<file path="src/rtl/serial_adder_pkg.sv">
// Shared types and constants for the bit-serial adder: FSM encoding,
// default operand width and the shift-counter width helper.
package serial_adder_pkg;

  typedef enum logic [1:0] {
    IDLE  = 2'd0,
    SHIFT = 2'd1,
    DONE  = 2'd2
  } state_t;

  localparam int DEFAULT_WIDTH = 8;
  localparam int DEFAULT_CNT_W = $clog2(DEFAULT_WIDTH);

  // Counter only has to reach WIDTH-1, so $clog2(WIDTH) bits are enough.
  function automatic int cnt_width(input int width);
    return $clog2(width);
  endfunction

endpackage

</file>
<file path="src/rtl/serial_adder_fa_cell.sv">
// One-bit full adder built from two half-adder stages and an OR.
// Purely combinational; the serial adder instantiates exactly one.
module fa_cell (
  input  logic a,
  input  logic b,
  input  logic ci,
  output logic s,
  output logic co
);

  logic ha1_s;
  logic ha1_c;
  logic ha2_c;

  assign ha1_s = a ^ b;
  assign ha1_c = a & b;
  assign s     = ha1_s ^ ci;
  assign ha2_c = ha1_s & ci;
  assign co    = ha1_c | ha2_c;

endmodule

</file>
<file path="src/rtl/serial_adder.sv">
// Bit-serial WIDTH-bit adder: one full-adder cell plus a carry flop, LSB first.
// Define SERIAL_ADDER_OVF_EN to add the signed-overflow output ovf.
module serial_adder
  import serial_adder_pkg::*;
#(
  parameter int WIDTH = DEFAULT_WIDTH
) (
  input  logic             clk,
  input  logic             rst,
  input  logic             start,
  input  logic [WIDTH-1:0] a_in,
  input  logic [WIDTH-1:0] b_in,
  input  logic             c_in,
  output logic             busy,
  output logic             done,
  output logic [WIDTH-1:0] sum,
`ifdef SERIAL_ADDER_OVF_EN
  output logic             ovf,
`endif
  output logic             c_out
);

  localparam int CNT_W = cnt_width(WIDTH);
  localparam logic [CNT_W-1:0] CNT_LAST = CNT_W'(WIDTH - 1);

  state_t           state_reg, state_next;
  logic [WIDTH-1:0] a_reg, a_next;
  logic [WIDTH-1:0] b_reg, b_next;
  logic [WIDTH-1:0] sum_reg, sum_next;
  logic             carry_reg, carry_next;
  logic [CNT_W-1:0] cnt_reg, cnt_next;
`ifdef SERIAL_ADDER_OVF_EN
  logic             ovf_reg, ovf_next;
`endif

  logic fa_s;
  logic fa_co;

  fa_cell u_fa (
    .a  (a_reg[0]),
    .b  (b_reg[0]),
    .ci (carry_reg),
    .s  (fa_s),
    .co (fa_co)
  );

  always_ff @(posedge clk or posedge rst) begin
    if (rst) begin
      state_reg <= IDLE;
      a_reg     <= '0;
      b_reg     <= '0;
      sum_reg   <= '0;
      carry_reg <= 1'b0;
      cnt_reg   <= '0;
`ifdef SERIAL_ADDER_OVF_EN
      ovf_reg   <= 1'b0;
`endif
    end else begin
      state_reg <= state_next;
      a_reg     <= a_next;
      b_reg     <= b_next;
      sum_reg   <= sum_next;
      carry_reg <= carry_next;
      cnt_reg   <= cnt_next;
`ifdef SERIAL_ADDER_OVF_EN
      ovf_reg   <= ovf_next;
`endif
    end
  end

  always_comb begin
    state_next = state_reg;
    a_next     = a_reg;
    b_next     = b_reg;
    sum_next   = sum_reg;
    carry_next = carry_reg;
    cnt_next   = cnt_reg;
`ifdef SERIAL_ADDER_OVF_EN
    ovf_next   = ovf_reg;
`endif
    case (state_reg)
      IDLE: begin
        if (start) begin
          state_next = SHIFT;
          a_next     = a_in;
          b_next     = b_in;
          carry_next = c_in;
          cnt_next   = '0;
`ifdef SERIAL_ADDER_OVF_EN
          ovf_next   = 1'b0;
`endif
        end
      end
      SHIFT: begin
        // Sum bits enter at the MSB so after WIDTH edges bit 0 lands at sum[0].
        sum_next   = {fa_s, sum_reg[WIDTH-1:1]};
        a_next     = a_reg >> 1;
        b_next     = b_reg >> 1;
        carry_next = fa_co;
        cnt_next   = cnt_reg + 1'b1;
        if (cnt_reg == CNT_LAST) begin
          state_next = DONE;
`ifdef SERIAL_ADDER_OVF_EN
          ovf_next   = carry_reg ^ fa_co;
`endif
        end
      end
      DONE:    state_next = IDLE;
      default: state_next = IDLE;
    endcase
  end

  assign busy  = (state_reg == SHIFT);
  assign done  = (state_reg == DONE);
  assign sum   = sum_reg;
  assign c_out = carry_reg;
`ifdef SERIAL_ADDER_OVF_EN
  assign ovf   = ovf_reg;
`endif

endmodule

</file>
<file path="config.mk">
export PLATFORM = sky130hd
export DESIGN_NAME = serial_adder
export DESIGN_NICKNAME = d
export VERILOG_FILES = /design/src/rtl/serial_adder_pkg.sv /design/src/rtl/serial_adder_fa_cell.sv /design/src/rtl/serial_adder.sv
export SDC_FILE = /design/constraint.sdc
export NUM_CORES = 1
export LEC_CHECK = 0
export CAP_MARGIN = 30
export CORE_MARGIN = 5
export CORE_UTILIZATION = 29
export CTS_CLUSTER_SIZE = 12
export DETAILED_ROUTE_END_ITERATION = 7
export SYNTH_ARGS = -nofsm -noshare
export SYNTH_HDL_FRONTEND = slang
export SYNTH_SLANG_ARGS = --single-unit
</file>
<file path="constraint.sdc">
create_clock -name clk -period 1.75 [get_ports clk]
set_clock_uncertainty 0.2 [all_clocks]
set_input_delay 0.35 -clock clk [delete_from_list [all_inputs] [get_ports clk]]
set_output_delay 0.35 -clock clk [all_outputs]
set_load 0.005 [all_outputs]
</file>
==> summary.txt, run 1 <==
Setup path
  – Worst Setup End Kind: primary output
  – Top delay family on crit path: buffers and inverters
  – Worst path slowest cell: clkdlybuf4s50_1
  – Data arrival, critical path: 1150 ps
  – Critical path cell sequence: clkdlybuf4s50_1
  – CP Launch Type: register
  – CP max stage delay: 510 ps
  – CP required: 1200 ps
  – Crit-path max FO: 3
  – Crit Path Category: reg2out
  – WP buf/inv: 1

Synthesis
  – Simple logic cell fraction of the synthesized area: 18.7%
  – Synth warnings: 0
  – Syn avg cell area: between 10 and 15 um2
  – Complex-gate fraction of the synthesized area: between 10% and 20%
  – Synth area leader: dfrtp_1
  – Post-synthesis sequential area ratio: about half
  – Syn Nets: approximately 140
  – Post-Synth Adder-Cell Area: under 10%
  – Synth unique cells: 28
  – Asr flop ratio synth: 100%
  – Yosys top cell area share: between 50 and 60%
  – Post-synthesis mux area share: slightly below 7%
  – Top-count cell post-synth: dfrtp_1
  – XOR/XNOR share of the synthesized area: 0%
  – Yosys reg bits: 30
  – Commonest cells in the synthesized netlist: dfrtp_1 (30), nor3b_1 (11), inv_1 (10), a211oi_1 (9), nor4b_1 (9)
  – EDFF count, synth: 0
  – Primary flip-flop cell chosen by synthesis mapping: dfrtp_1
  – Largest family of logic cells by synthesized area: simple AND/OR/NAND/NOR gates
  – Gate Count Post-Synth: around 120
  – Mapped Area: 1470 um2
  – Synth area leaders: dfrtp_1 (51%), mux2_2 (6.1%), nor3b_1 (5.6%)

Timing
  – Setup WS post-layout: 49.8 ps
  – Minimum clock period: around 1700 ps
  – Hold WS: about 250 ps
  – Worst rel slew slack: about two thirds
  – RSZ-0062 raised after global routing: no
  – Final Max Slew Viols: 0
  – Fmax: about 600 MHz
  – Final period util: 97.2%
  – Final hold vios: 0
  – Least-Margin Pin Slew: 480 ps
  – Final setup fails: 0

Final layout
  – Register area: roughly 750 um2
  – Finished Layout Cells: 230
  – N_diodes: 0
  – Final #Nets: between 150 and 200
  – P&R area growth vs syn: 38.1%
  – Area occupied by multi-input gates: between 600 and 700 um2
  – Filler cell count: between 500 and 600
  – Proportion of layout cells with a drive suffix above 1: ~28%

Route
  – Wirelength per Cell: between 10 and 15 um
  – Vias per cell: 4.76
  – DRC Markers: 0
  – Drt pass-1 iters: 4
  – 1st-iter DRT viols: 73
  – WL final: approximately 3300 um
  – Routed Antenna Nets: 0
  – Via count: around 1.1k

Global routing
  – Largest net degree at the start of global routing: 31
  – First-pass GRT wire length: approximately 5500 um
  – GRT Overall Usage: ~11%
  – GR Overflow Total: 0
  – Antenna violations before repair: 0
  – Vias in the first global route: 1108

Die
  – Die Y: 81.2 um
  – Ports: 31
  – Initial Util: between 20% and 30%
  – Full die area: 6590 um2
  – Placeable Area: roughly 5000 um2
  – Row cnt: 26
  – DIE WIDTH: between 80 and 90 um

Clock tree
  – Sink Count: 30
  – Longest Clk Path Bufs: 2
  – Clk_lat worst skew: 280 ps
  – Htree depth: 2
  – CTS buffer count: 5
  – CTS tree: built
  – Worst-path clk slew: approximately 60 ps
  – Clock root buffer: clkbuf_8

Power
  – Sw frac: 31.8%
  – IR drop worst, VDD: 0.000456 V
  – Switching power: just over 1 mW
  – Static leakage: ~0.9 nW
  – PwrDens: roughly 1600 nW/um2
  – Comb pwr share: between 40% and 50%
  – Clk pwr share: roughly 17%
  – Internal power: ~2.2 mW
  – Seq pwr share: a little under 40%

Placed design
  – I/O Buffers: 30
  – HPWL Detailed: between 2000 and 2500 um
  – Post-Place Setup Slack: -414 ps
  – GP Congestion: 0.730
  – Dpl cells: 222

Job
  – MaxCap Viol Count: 0

Worst hold path
  – Tightest Hold Check Type: in2async

Status
  – Status: finished, final reports clean
per-stage QoR:
stage / cell area [um2] / TNS, ps / total power, mW / utilization (%)
CTS: 2030 / 0 / 3.27 / 40.4
global placement: 1900 / -5340 / 2.61 / 37.9
floorplan: 1470 / 0 / 2.11 / -
detailed placement: 1900 / -5580 / 2.68 / 37.9
finish: 2030 / 0 / 3.21 / 40.5
global route: 2030 / 0 / 3.47 / 40.5
logic make-up (layout without fill, tap and decap cells):
kind of cell             count (synthesis)  count (layout)
adder cells (fa/ha/maj)                  3               3
flip-flops                              30              30
AND/OR/NAND/NOR                         33              33
multiplexers                             9               9
buffers and inverters                   21              63
AO/OA/AOI/OAI                           22              22
layout make-up:
type | count | area share, %
inverters | 11 | 2.04
well taps | 70 | 4.32
repair buffers | 46 | 21.2
flip-flops and latches | 30 | 37.0
clock buffers | 6 | 4.07
multi-input cells | 67 | 31.3
power by group through the flow:
stage	clock, mW	sequential (mW)	combinational [mW]
3_3_place_gp	0	1.24	1.37
4_1_cts	0.553	1.24	1.47
5_1_grt	0.586	1.29	1.59
6_report	0.532	1.24	1.44
2_1_floorplan	0	1.22	0.895
3_5_place_dp	0	1.26	1.42
per-layer routing:
metal	GRT usage, %	routed length (um)	vias to the layer above
met5	0	0	-
met4	5.07	54	0
met3	4.10	225	7
met2	16.4	1410	34
met1	14.6	1570	530
li1	-	-	524
placed cells by master, fill, tap and decap left out, types with 2 or more instances in the layout:
master and n:
a211o_1 2, nor4bb_1 2, ha_1 2, clkbuf_8 6, dfrtp_1 30, clkdlybuf4s50_1 26
nor4b_1 9, buf_4 14, mux2_2 8, nand2b_1 2, dlymetal6s2s_1 2, inv_1 10
buf_6 2, o221a_2 6, or4b_4 3, a211oi_1 9, nor3b_1 11, or4b_1 3
dlygate4sd2_1 2, a22o_1 2
path summary, 6_finish.rpt:
kind,to,cells after the start,slack [ps],startpoint
min in group clk,cnt_reg[0],1,300,cnt_reg[0]
setup / recovery,sum[1],1,50,sum[1]
max in group asynchronous,cnt_reg[1],3,830,rst
hold / removal,b_reg[6],3,250,rst
hold reg to reg,cnt_reg[0],1,300,cnt_reg[0]
setup reg to reg,c_out,4,80,state_reg[1]
what timing repair did:
| item | 4_1_cts | 5_1_grt |
|---|---|---|
| hold buffers | 0 | 0 |
| endpoints found under the setup margin | 14 | 3 |
| resized for setup | 9 | 3 |
| buffers inserted | 3 | 0 |
No activity file was read; power rests on OpenSTA's default activity.
==> run 2, diff against run 1 <==
--- a/config.mk
+++ b/config.mk
@@ -7,7 +7,7 @@
 export LEC_CHECK = 0
 export CAP_MARGIN = 30
 export CORE_MARGIN = 5
-export CORE_UTILIZATION = 29
+export CORE_UTILIZATION = 35
 export CTS_CLUSTER_SIZE = 12
 export DETAILED_ROUTE_END_ITERATION = 7
 export SYNTH_ARGS = -nofsm -noshare
==> constraint.sdc (replaced) <==
create_clock -name clk -period 1.55 [get_ports clk]
set_clock_uncertainty 0.2 [all_clocks]
set_input_delay 0.31 -clock clk [delete_from_list [all_inputs] [get_ports clk]]
set_output_delay 0.31 -clock clk [all_outputs]
set_load 0.005 [all_outputs]
==> summary.txt, run 2 (synthesis results as in run 1) <==
Status
  – Status: finished, violations left (was finished, final reports clean)
  – Failing checks: negative setup slack

Final layout
  – Filler cell count: 298 (was 508)
  – Final #Nets: 205 (was 184)
  – Most frequent cells in the layout: dfrtp_1 (29), buf_4 (23), clkdlybuf4s50_1 (18) (was dfrtp_1 (30), clkdlybuf4s50_1 (26), buf_4 (14), nor3b_1 (11), inv_1 (10))
  – P&R area growth vs syn: 73.2% (was 38.1%)
  – Finished Layout Cells: 233 (was 230)
  – N_diodes: 0 (unchanged)
  – Commonest non-fill, non-tap cell in the layout: dfrtp_1 (unchanged)
  – Proportion of layout cells with a drive suffix above 1: 54.1% (was 27.5%)

Global routing
  – First-pass GRT wire length: 6020 um (was 5490 um)
  – Largest net degree at the start of global routing: 31 (unchanged)
  – Antenna violations before repair: 0 (unchanged)
  – GR Overflow Total: 0 (unchanged)
  – GRT Overall Usage: 14.2% (was 11.2%)
  – Vias in the first global route: 1222 (was 1108)

Die
  – Placeable Area: 4030 um2 (was 5010 um2)
  – Die Y: 74.8 um (was 81.2 um)
  – Full die area: 5590 um2 (was 6590 um2)
  – DIE WIDTH: 74.8 um (was 81.2 um)
  – Row cnt: 23 (was 26)
  – Initial Util: 36.5% (was 29.3%)
  – Ports: 31 (unchanged)

Setup path
  – Data arrival, critical path: 1600 ps (was 1150 ps)
  – Reg2reg end: c_out (unchanged)
  – CP max stage delay: 520 ps (was 510 ps)
  – Crit Path Category: reg2reg (was reg2out)
  – Worst path slowest cell: or4b_4 (was clkdlybuf4s50_1)
  – Critical path cell sequence: buf_6 -> buf_6 -> or4b_4 -> o221a_4 (was clkdlybuf4s50_1)
  – Cell mode on critical path: buf_6
  – Worst reg2reg setup slack: -80 ps (was 80 ps)
  – FF-to-FF path depth: 4 (unchanged)
  – CP required: 1520 ps (was 1200 ps)
  – CP Launch Type: register (unchanged)
  – Worst Setup End Kind: register (was primary output)
  – Reg2reg start: state_reg[0] (was state_reg[1])
  – Crit-path max FO: 8 (was 3)

Placed design
  – GP Congestion: 0.766 (was 0.730)
  – Dpl cells: 198 (was 222)
  – HPWL Detailed: 2180 um (was 2390 um)
  – Post-Place Setup Slack: -408 ps (was -414 ps)
  – I/O Buffers: 30 (unchanged)

Route
  – WL final: 3790 um (was 3260 um)
  – 1st-iter DRT viols: 44 (was 73)
  – DRC Markers: 0 (unchanged)
  – Routed Antenna Nets: 0 (unchanged)
  – Vias per cell: 5.15 (was 4.76)
  – Via count: 1199 (was 1095)
  – Wirelength per Cell: 16.3 um (was 14.2 um)
  – Drt pass-1 iters: 4 (unchanged)

Timing
  – Worst rel slew slack: 81.9% (was 68.0%)
  – Final Max Slew Viols: 0 (unchanged)
  – Setup WS post-layout: -83.0 ps (was 49.8 ps)
  – RSZ-0062 raised after global routing: yes (was no)
  – Final hold vios: 0 (unchanged)
  – Minimum clock period: 1630 ps
  – Least-Margin Pin Slew: 271 ps (was 480 ps)
  – Final setup fails: 9 (was 0)
  – Final period util: 105%
  – Fmax: about 600 MHz

Power
  – Static leakage: 1.12 nW (was 0.877 nW)
  – Total power: 4.64 mW (was 3.21 mW)
  – PwrDens: 1820 nW/um2 (was 1580 nW/um2)
  – IR drop worst, VDD: 0.000841 V (was 0.000456 V)

Clock tree
  – Clock root buffer: clkbuf_8 (unchanged)
  – Sink Count: 30 (unchanged)
  – Clk_lat worst skew: 280 ps (about the same)
  – Longest Clk Path Bufs: 2 (unchanged)
  – Htree depth: 2 (unchanged)
  – CTS tree: built (unchanged)
  – Worst-path clk slew: 70 ps (was 60 ps)
  – # hold bufs at CTS: 0 (unchanged)
  – CTS buffer count: 5 (unchanged)

Worst hold path
  – Tightest Hold Check Type: in2async (unchanged)

Job
  – MaxCap Viol Count: 0 (unchanged)
-- run 2: where the power goes --
part	total, mW	switching, mW	internal [mW]
Clock	0.762	0.289	0.472
Combinational	2.45	0.953	1.50
Sequential	1.42	0.259	1.17
Total	4.64	1.50	3.13
-- run 2: worst max-delay path: cells and delay by family, from the launching register on --
kind,cells,cell delay [ps]
simple gates,1,520
flops,1,420
buf+inv,2,260
compound gates,1,130
-- run 2: area by class of cell --
cell class	instances	area (um2)	area share, %
Clock buffer	5	68.8	2.71
Clock inverter	3	40.0	1.57
Inverter	11	41.3	1.62
Multi-Input combinational cell	67	903	35.5
Sequential cell	30	752	29.6
Tap cell	50	62.6	2.46
Timing Repair Buffer	67	676	26.6
-- run 2: worst max path at each step --
stage	startpoint	slack, ps	end
after floorplan	state_reg[0]	60	a_reg[4]
after global placement	start	-360	c_out
after detailed placement	start	-410	b_reg[6]
after CTS	state_reg[0]	-60	a_reg[5]
after global routing	state_reg[1]	-100	busy
final	state_reg[0]	-80	c_out
-- run 2: per-layer routing --
| metal | global-route usage, % | up-vias | share of wire [%] |
|---|---|---|---|
| li1 | - | 576 | - |
| met1 | 19.8 | 590 | 45 |
| met2 | 21.7 | 29 | 49 |
| met3 | 4.27 | 4 | 5.1 |
| met4 | 3.56 | 0 | 0.79 |
| met5 | 0 | - | 0 |
-- run 2: what timing repair did --
| action | 4_1_cts | 5_1_grt |
|---|---|---|
| gates resized for setup | 58 | 23 |
| pin swaps | 10 | 11 |
| setup buffers | 16 | 10 |
| gates cloned | 1 | 1 |
| setup endpoints to repair | 26 | 26 |
-- run 2: through the flow --
stage               setup TNS (ps)  util, %  hold slack [ps]  cell area, um2
finish                        -532     63.1              180            2540
global placement             -5680     46.4              286            1870
floorplan                        0        -              201            1470
CTS                           -452     57.2              179            2300
detailed placement           -6290     46.4              293            1870
global route                 -1020     63.1              217            2540
==> run 3, diff against run 2 <==
--- a/config.mk
+++ b/config.mk
@@ -10,6 +10,7 @@
 export CORE_UTILIZATION = 35
 export CTS_CLUSTER_SIZE = 12
 export DETAILED_ROUTE_END_ITERATION = 7
+export SLEW_MARGIN = 25
 export SYNTH_ARGS = -nofsm -noshare
 export SYNTH_HDL_FRONTEND = slang
 export SYNTH_SLANG_ARGS = --single-unit
==> results of run 3 <==
The final DEF is identical to that of run 2; final timing and power are the same.
